### config.mk
export PLATFORM = sky130hd
export DESIGN_NAME = decode_stage
export DESIGN_NICKNAME = d
export VERILOG_FILES = /design/src/rtl/decode_pkg.sv /design/src/rtl/decode_core.sv /design/src/rtl/decode_stage.sv
export SDC_FILE = /design/constraint.sdc
export NUM_CORES = 1
export LEC_CHECK = 0
export CORE_UTILIZATION = 45
export DETAILED_ROUTE_END_ITERATION = 8
export PLACE_DENSITY = 0.89
export RECOVER_POWER = 50
export SYNTH_ARGS = -nofsm -noshare
export SYNTH_HDL_FRONTEND = slang
export SYNTH_SLANG_ARGS = --single-unit
### constraint.sdc
create_clock -name clk -period 2.9 [get_ports clk]
set_input_delay 0.58 -clock clk [delete_from_list [all_inputs] [get_ports clk]]
set_output_delay 0.58 -clock clk [all_outputs]
set_load 0.005 [all_outputs]
### src/rtl/decode_pkg.sv
// Shared types for the RV32I decode stage: control bundle, opcodes, ALU ops, immediate formats.
package decode_pkg;

  localparam int unsigned ALUOP_WIDTH = 4;

  localparam logic [6:0] OPC_LOAD   = 7'b0000011;
  localparam logic [6:0] OPC_STORE  = 7'b0100011;
  localparam logic [6:0] OPC_BRANCH = 7'b1100011;
  localparam logic [6:0] OPC_JAL    = 7'b1101111;
  localparam logic [6:0] OPC_JALR   = 7'b1100111;
  localparam logic [6:0] OPC_AUIPC  = 7'b0010111;
  localparam logic [6:0] OPC_LUI    = 7'b0110111;
  localparam logic [6:0] OPC_OPIMM  = 7'b0010011;
  localparam logic [6:0] OPC_OP     = 7'b0110011;
  localparam logic [6:0] OPC_FENCE  = 7'b0001111;
  localparam logic [6:0] OPC_SYSTEM = 7'b1110011;

  typedef enum logic [ALUOP_WIDTH-1:0] {
    ALU_ADD   = 4'd0,
    ALU_SUB   = 4'd1,
    ALU_SLL   = 4'd2,
    ALU_SLT   = 4'd3,
    ALU_SLTU  = 4'd4,
    ALU_XOR   = 4'd5,
    ALU_SRL   = 4'd6,
    ALU_SRA   = 4'd7,
    ALU_OR    = 4'd8,
    ALU_AND   = 4'd9,
    ALU_PASSB = 4'd10
  } aluop_e;

  typedef enum logic [2:0] {
    IMM_NONE,
    IMM_I,
    IMM_S,
    IMM_B,
    IMM_U,
    IMM_J
  } imm_type_e;

  typedef struct packed {
    logic                   memWrite;
    logic                   regWrite;
    logic                   aluIn1Src;
    logic                   aluIn2Src;
    logic [ALUOP_WIDTH-1:0] aluOp;
    logic                   memToReg;
    logic                   branch;
    logic                   jump;
    logic                   jumpReg;
  } ctrl_t;

  function automatic logic [31:0] immGen(input logic [31:0] i, input imm_type_e t);
    case (t)
      IMM_I:   immGen = {{20{i[31]}}, i[31:20]};
      IMM_S:   immGen = {{20{i[31]}}, i[31:25], i[11:7]};
      IMM_B:   immGen = {{19{i[31]}}, i[31], i[7], i[30:25], i[11:8], 1'b0};
      IMM_U:   immGen = {i[31:12], 12'h000};
      IMM_J:   immGen = {{11{i[31]}}, i[31], i[19:12], i[20], i[30:21], 1'b0};
      default: immGen = '0;
    endcase
  endfunction

endpackage

### src/rtl/decode_core.sv
// Purely combinational RV32I field/control decode.
// Optional DECODE_ILLEGAL_EN adds an illegal-encoding flag.
module decode_core
  import decode_pkg::*;
#(
  parameter int unsigned XLEN    = 32,
  parameter int unsigned ALUOP_W = 4
) (
  input  logic [31:0]     instr,
  output ctrl_t           ctrl,
  output logic [XLEN-1:0] imm,
  output logic [4:0]      rs1,
  output logic [4:0]      rs2,
  output logic [4:0]      rd,
  output logic            usesRs1,
  output logic            usesRs2
`ifdef DECODE_ILLEGAL_EN
  ,
  output logic            illegal
`endif
);

  logic [6:0] opcode;
  logic [2:0] funct3;
  imm_type_e  immType;
  aluop_e     aluSel;
  logic       killRd;

  assign opcode = instr[6:0];
  assign funct3 = instr[14:12];
  assign rs1    = instr[19:15];
  assign rs2    = instr[24:20];
  assign rd     = killRd ? 5'd0 : instr[11:7];
  assign imm    = XLEN'($signed(immGen(instr, immType)));

  // instr[30] selects SUB only for register-register ops; SRA/SRAI use it for both
  function automatic aluop_e aluFromFunct3(input logic [2:0] f3, input logic alt,
                                           input logic allowSub);
    case (f3)
      3'b000:  return (alt && allowSub) ? ALU_SUB : ALU_ADD;
      3'b001:  return ALU_SLL;
      3'b010:  return ALU_SLT;
      3'b011:  return ALU_SLTU;
      3'b100:  return ALU_XOR;
      3'b101:  return alt ? ALU_SRA : ALU_SRL;
      3'b110:  return ALU_OR;
      default: return ALU_AND;
    endcase
  endfunction

  always_comb begin
    ctrl    = '0;
    immType = IMM_NONE;
    aluSel  = ALU_ADD;
    usesRs1 = 1'b0;
    usesRs2 = 1'b0;
    killRd  = 1'b0;
    case (opcode)
      OPC_LOAD: begin
        ctrl.regWrite = 1'b1;
        ctrl.memToReg = 1'b1;
        immType       = IMM_I;
        usesRs1       = 1'b1;
      end
      OPC_STORE: begin
        ctrl.memWrite = 1'b1;
        immType       = IMM_S;
        usesRs1       = 1'b1;
        usesRs2       = 1'b1;
        killRd        = 1'b1;
      end
      OPC_BRANCH: begin
        ctrl.branch    = 1'b1;
        ctrl.aluIn2Src = 1'b1;
        aluSel         = ALU_SUB;
        immType        = IMM_B;
        usesRs1        = 1'b1;
        usesRs2        = 1'b1;
        killRd         = 1'b1;
      end
      OPC_JAL: begin
        ctrl.jump      = 1'b1;
        ctrl.regWrite  = 1'b1;
        ctrl.aluIn1Src = 1'b1;
        immType        = IMM_J;
      end
      OPC_JALR: begin
        ctrl.jumpReg  = 1'b1;
        ctrl.regWrite = 1'b1;
        immType       = IMM_I;
        usesRs1       = 1'b1;
      end
      OPC_AUIPC: begin
        ctrl.regWrite  = 1'b1;
        ctrl.aluIn1Src = 1'b1;
        immType        = IMM_U;
      end
      OPC_LUI: begin
        ctrl.regWrite = 1'b1;
        aluSel        = ALU_PASSB;
        immType       = IMM_U;
      end
      OPC_OPIMM: begin
        ctrl.regWrite = 1'b1;
        immType       = IMM_I;
        usesRs1       = 1'b1;
        aluSel        = aluFromFunct3(funct3, instr[30], 1'b0);
      end
      OPC_OP: begin
        ctrl.regWrite  = 1'b1;
        ctrl.aluIn2Src = 1'b1;
        usesRs1        = 1'b1;
        usesRs2        = 1'b1;
        aluSel         = aluFromFunct3(funct3, instr[30], 1'b1);
      end
      default: ;
    endcase
    ctrl.aluOp = ALUOP_WIDTH'(ALUOP_W'(aluSel));
  end

`ifdef DECODE_ILLEGAL_EN
  logic [6:0] funct7;
  assign funct7 = instr[31:25];

  always_comb begin
    illegal = 1'b0;
    case (opcode)
      OPC_LOAD:   illegal = (funct3 == 3'b011) || (funct3[2:1] == 2'b11);
      OPC_STORE:  illegal = (funct3 > 3'b010);
      OPC_BRANCH: illegal = (funct3[2:1] == 2'b01);
      OPC_JALR:   illegal = (funct3 != 3'b000);
      OPC_OPIMM:  illegal = ((funct3 == 3'b001) && (funct7 != 7'h00)) ||
                            ((funct3 == 3'b101) && (funct7 != 7'h00) && (funct7 != 7'h20));
      OPC_OP:     illegal = !((funct7 == 7'h00) ||
                              ((funct7 == 7'h20) && ((funct3 == 3'b000) || (funct3 == 3'b101))));
      OPC_JAL, OPC_AUIPC, OPC_LUI, OPC_FENCE, OPC_SYSTEM: illegal = 1'b0;
      default:    illegal = 1'b1;
    endcase
  end
`endif

endmodule

### src/rtl/decode_stage.sv
// Registered decode pipeline stage: handshake, load-use bubble and flush around decode_core.
// Optional DECODE_ILLEGAL_EN adds the registered illegal output.
module decode_stage
  import decode_pkg::*;
#(
  parameter int unsigned XLEN    = 32,
  parameter int unsigned ALUOP_W = 4
) (
  input  logic            clk,
  input  logic            rst_n,
  input  logic            inValid,
  output logic            inReady,
  input  logic [31:0]     inInstr,
  input  logic [XLEN-1:0] inPc,
  input  logic            flush,
  output logic            outValid,
  input  logic            outReady,
  output logic [XLEN-1:0] outPc,
  output logic [XLEN-1:0] outImm,
  output logic [4:0]      outRs1,
  output logic [4:0]      outRs2,
  output logic [4:0]      outRd,
  output ctrl_t           outCtrl
`ifdef DECODE_ILLEGAL_EN
  ,
  output logic            illegal
`endif
);

  ctrl_t           dCtrl;
  logic [XLEN-1:0] dImm;
  logic [4:0]      dRs1;
  logic [4:0]      dRs2;
  logic [4:0]      dRd;
  logic            dUsesRs1;
  logic            dUsesRs2;
  logic            hazard;
  logic            accept;
`ifdef DECODE_ILLEGAL_EN
  logic            dIllegal;
`endif

  decode_core #(
    .XLEN    (XLEN),
    .ALUOP_W (ALUOP_W)
  ) u_core (
    .instr   (inInstr),
    .ctrl    (dCtrl),
    .imm     (dImm),
    .rs1     (dRs1),
    .rs2     (dRs2),
    .rd      (dRd),
    .usesRs1 (dUsesRs1),
    .usesRs2 (dUsesRs2)
`ifdef DECODE_ILLEGAL_EN
    ,
    .illegal (dIllegal)
`endif
  );

  // Load in the output register whose rd is read by the incoming instruction
  assign hazard = outValid && outCtrl.memToReg && (outRd != 5'd0) &&
                  ((dUsesRs1 && (dRs1 == outRd)) || (dUsesRs2 && (dRs2 == outRd)));
  assign inReady = (!outValid || outReady) && !hazard && !flush;
  assign accept  = inValid && inReady;

  always_ff @(posedge clk or negedge rst_n) begin
    if (!rst_n) begin
      outValid <= 1'b0;
    end else if (flush) begin
      outValid <= 1'b0;
    end else if (accept) begin
      outValid <= 1'b1;
    end else if (outReady) begin
      outValid <= 1'b0;
    end
  end

  always_ff @(posedge clk or negedge rst_n) begin
    if (!rst_n) begin
      outPc   <= '0;
      outImm  <= '0;
      outRs1  <= '0;
      outRs2  <= '0;
      outRd   <= '0;
      outCtrl <= '0;
    end else if (accept) begin
      outPc   <= inPc;
      outImm  <= dImm;
      outRs1  <= dRs1;
      outRs2  <= dRs2;
      outRd   <= dRd;
      outCtrl <= dCtrl;
    end
  end

`ifdef DECODE_ILLEGAL_EN
  always_ff @(posedge clk or negedge rst_n) begin
    if (!rst_n) begin
      illegal <= 1'b0;
    end else if (accept) begin
      illegal <= dIllegal;
    end
  end
`endif

endmodule

* Yosys cells after proc, flatten, opt, wreduce, memory -nomap -nowiden *
Cells that the tools add are included.

cells by class
  equality and inequality tests = 22
  reduce and logical (&&, ||, !) cells = 24
  mux-type cells = 22

operator list
  kind                                            count
  case mux 32 bit (5 select lines)                1
  case mux 4 bit (7 select lines)                 2
  == test 7 x 6 -> 1 bit (second input constant)  3
  == test 7 bit (second input constant)           3
  two-way mux 1 bit                               16
  case mux 4 bit (4 select lines)                 1
  == test 3 bit (second input constant)           5
  case mux 3 bit (5 select lines)                 1
  == test 7 x 5 -> 1 bit (second input constant)  2
  == test 3 x 2 -> 1 bit (second input constant)  4
  == test 5 bit                                   2
  logical AND 1 bit                               8
  OR reduction 2 bit                              4
  == test 7 x 2 -> 1 bit (second input constant)  1
  OR reduction 7 bit                              1
  == test 3 x 1 -> 1 bit (second input constant)  2
  OR reduction 3 bit                              2
  OR reduction 6 bit                              1
  two-way mux 5 bit                               1
  nonzero test 5 bit                              1
  logical NOT 1 bit                               3
  logical NOT 3 bit                               1
  nonzero test 3 bit                              1
  logical OR 1 bit                                2

word-level totals
  output and inout bits = 93
  logic and storage cells = 83
  input bits = 69
  register bits = 92

* Longest topological paths before layout *
  depth after elaboration = 12
  gate-level depth with buffers = 9
  depth with buffers taken out = 5

* Cells and area by module *
Synthesis repeated with hierarchy kept, for this count alone.

unflattened totals
  cells, all modules = 340
  area, all modules = 4870.9 µm²

by module, submodules not included
  module        area each (µm²)  cells each  seq. area each (µm²)  instances
  decode_stage  4048.9           215         2302.2                1
  decode_core   822.0            125         0.0                   1

* Worst setup path before layout *
Ideal clock, no wire load.

  path type = input-to-output
  start = input inInstr[2]
  end = output inReady
  stages on the path = 9
  buffers on the path = 4
  setup slack = 0.355 ns
  arrival = 1.965 ns
  required time = 2.320 ns
  cells stage by stage = buf_2 > and4bb_1 > buf_2 > nand4_1 > o22ai_1 > and4_1 > buf_2 > buf_2 > nor3_1

between the ends
  word-level cells in the longest chain between the ends = 9
  elaborated cells on any way between the ends = 17
  those cells by class = 6 x eq/ne; 2 x mux; 9 x reduce/logical

RTL lines
  item                                                                RTL line            RTL
  start, declared                                                     decode_stage.sv:13  input logic [31:0] inInstr,
  == test 7 x 6 -> 1 bit (tied with other cells)                      decode_core.sv:58   case (opcode)
  OR reduction 6 bit (no line) or OR reduction 3 bit (tied branches)  --
  two-way mux 1 bit                                                   decode_core.sv:58
  logical AND 1 bit                                                   decode_stage.sv:63  ((dUsesRs1 && (dRs1 == outRd)) || (dUsesRs2 && (dRs2 == outRd)));
  logical OR 1 bit (*)                                                decode_stage.sv:63
  logical AND 1 bit (*)                                               decode_stage.sv:62  assign hazard = outValid && outCtrl.memToReg && (outRd != 5'd0) &&
  logical NOT 1 bit (*)                                               decode_stage.sv:64  assign inReady = (!outValid || outReady) && !hazard && !flush;
  logical AND 1 bit (*) (2 in series)                                 decode_stage.sv:64
  end, declared                                                       decode_stage.sv:12  output logic inReady,

Every way passes the cells marked *; elsewhere a longest branch is shown, timed or not.

* Worst setup path in the final report *
  start = input inInstr[3]
  end = output inReady

Same word-level chain as after synthesis.

==> flow_metrics.tcl <==
set metrics [dict create \
    status "completed" \
    routedWlPerCell_um 17.4 \
    timing.fmax_mhz 349 \
    yosysTopAreaCellShare_pct 52.2 \
    hold_viol 0 \
    drive_gt1_share_pct 10.8 \
    dp_hpwl_mm 9.07 \
    dpl_cell_area_mm2 0.00631 \
    finish.instance_area_mm2 0.00652 \
    routed_wl_mm 11.9 \
    clock_skew_ns 0.0149 \
    die_area_mm2 0.0102 \
    synth-seq-cells 92 \
    grt_pass1_wl_mm 18.8 \
    place_congestion 0.906 \
    grt_max_degree 46 \
    syn_inst 369 \
    seqCellArea_mm2 0.00230 \
    setup_tns_ns 0 \
    cts_sinks 92 \
    grt_pass1_vias 3755 \
    area_growth_pct 47.9 \
    netlist_area_mm2 0.00441 \
    drcViolationCount 0 \
    irDropWorstVdd_mv 0.383 \
    cts_buffers 9 \
    synth_area_leaders "dfrtp_1 52%, mux2_1 13%, mux2i_1 4.3%" \
    cts.htree.levels 3 \
    cts_tree "built" \
    required_ns 2.32 \
    io_buffers 161 \
    final-setup-viol-count 0 \
    maxCapViolations 0 \
    multiInputGateArea_mm2 0.00187 \
    place_ws_ns -0.228 \
    startpoint_type "input port" \
    setup_slack_ns 0.0369 \
    worstSetupStartpoint "inInstr[3]" \
    min_path_type "in2async" \
    dr.pass1.iters 4 \
    ant_nets 0 \
    synth_edf_count 0 \
    clk_pin_slew_ns 0.10 \
    drv_slew 0 \
    min_period_ns 2.86 \
    crit_buf_inv 2 \
    num_rows 35 \
    critPathArrivalTime_ns 2.28 \
    cpLargestDelayFamily "simple AND/OR/NAND/NOR gates" \
    async_reset_ff_share_pct 100 \
    coreArea_mm2 0.00937 \
    slew_headroom_pct 12.6 \
    cp_max_fo 3 \
    path_class "in2out" \
    start_util_pct 47.0 \
    cts_hold_buf 0 \
    max_slew.worst_pin.slew_ns 1.31 \
    post-route-period-util_pct 98.7 \
    vias 3657 \
    die_h_um 101 \
    ys_seq_area_share_pct 52.2 \
    p_leak_nw 2.89 \
    ys_warn_count 0 \
    post_cts_buffers 0 \
    die_w_um 101 \
    syn-num-nets 438 \
    clk-insertion-delay-late_ns 0.36 \
    fillers 719 \
    antennaDiodeCount 0 \
    avgSynthCellArea_um2 11.9 \
    antenna_found_initial 0 \
    ys_types 43 \
    clockBufferDepth 2 \
    layout.nets 617 \
    slowest_stage "clkdlybuf4s50_1" \
    synth_area_leader_cell "dfrtp_1" \
    rsz0062_at_grt "false" \
    crit_path_end_kind "output pin" \
    worstReg2RegStart "outRd[1]" \
    clockRootBuffer "clkbuf_8" \
    overflow 0 \
    avgViaCountPerCell 5.36 \
    crit_chain "clkdlybuf4s50_1, and4bb_1, nand4_1, o22ai_1, and4_1, nor3_1, dlygate4sd2_1" \
    crit_path_max_incr_delay_ns 0.44 \
    track_usage_pct 24.0 \
    ys.flop_type "dfrtp_1" \
    p_per_area_mw_per_mm2 498 \
    initialDrtViolationCount 181 \
    ios 162 \
]
-- cell usage in the layout, fill, tap and decap left out, types with 3 or more instances in the layout --
master           count
a211o_1              7
a21oi_1             15
a311o_1              8
and3_1               4
buf_12               3
buf_4               28
clkbuf_1             3
clkbuf_8             9
clkdlybuf4s50_1    110
dfrtp_1             92
dlygate4sd2_1        3
dlygate4sd3_1       46
inv_1               23
mux2_1              49
mux2_4               9
mux2i_1             19
nand2_1             28
nand2b_1             4
nand3_1              7
nand4_1              5
nor2_1              11
nor2b_1              3
o211ai_1             3
o21ai_0              6
o22a_1              15
o22ai_1              3
xnor2_1             10
-- sequential cells by signal (all words and copies together) (netlist names) --
name / flops
outCtrl: 12
outImm: 32
outPc: 32
outRd: 5
outRs1: 5
outRs2: 5
outValid: 1
-- routing by layer --
metal | routed length, um | track usage [%] | up-vias
met5 | 0 | 0 | -
met4 | 307 | 8.81 | 0
met3 | 944 | 6.80 | 25
met2 | 5910 | 40.7 | 173
met1 | 4720 | 29.0 | 1788
li1 | - | - | 1671
-- through the flow --
step | hold slack (ns) | power, mW | util (%) | instances
5_1_grt | 0.495 | 3.40 | 69.5 | 682
6_report | 0.425 | 3.25 | 69.5 | 682
3_3_place_gp | 0.466 | 2.34 | 67.4 | 666
2_1_floorplan | 0.284 | 1.82 | - | 369
4_1_cts | 0.228 | 3.31 | 69.6 | 682
3_5_place_dp | 0.474 | 2.37 | 67.4 | 666
-- Yosys cell counts, drive strengths merged (2+ instances only) --
cell	count
nor2b	3
dfrtp	92
nor2	11
a311o	8
nand2b	4
a211o	7
clkbuf	8
mux2	59
and2	2
o21ai	6
a21oi	15
o22ai	3
buf	18
xnor2	10
nand4	5
nand3	7
nor3	2
o22a	15
mux2i	19
and3b	2
and3	4
nand2	28
a21o	2
o211ai	3
inv	23
-- power breakdown --
part           internal (mW)  switching [mW]
clock                  0.486           0.452
combinational          0.490           0.289
sequential              1.44          0.0953
total                   2.41           0.836
-- final cells by class --
class	instances	area share, %
multi-input cells	228	28.7
clock inverters	6	1.32
clock buffers	10	1.96
inverters	23	1.32
well taps	129	2.48
repair buffers	194	28.9
flip-flops and latches	92	35.3
-- worst paths after layout --
path,cells after the start,end,slack [ns]
worst max-delay path,7,inReady,0.04
worst min-delay path,1,outImm[2],0.43
worst max register to register,7,outImm[12],0.80
worst min register to register,1,outPc[28],0.48
max in group asynchronous,2,outImm[15],0.69
min in group clk,1,outPc[28],0.48
-- kinds of logic (layout without fill, tap and decap cells) --
family | after synthesis | in the layout | synth area share [%]
flip-flops | 92 | 92 | 52.2
buffers and inverters | 49 | 233 | 5.74
multiplexers | 78 | 78 | 20.2
AND/OR/NAND/NOR | 73 | 73 | 8.38
XOR/XNOR | 11 | 11 | 2.19
AO/OA/AOI/OAI | 66 | 66 | 11.3
-- what timing repair did --
item,4_1_cts,5_1_grt
hold endpoints to repair,0,0
pin swaps,0,3
setup endpoints to repair,1,1
resized for setup,3,1
Power figures use the tool's default switching activity.
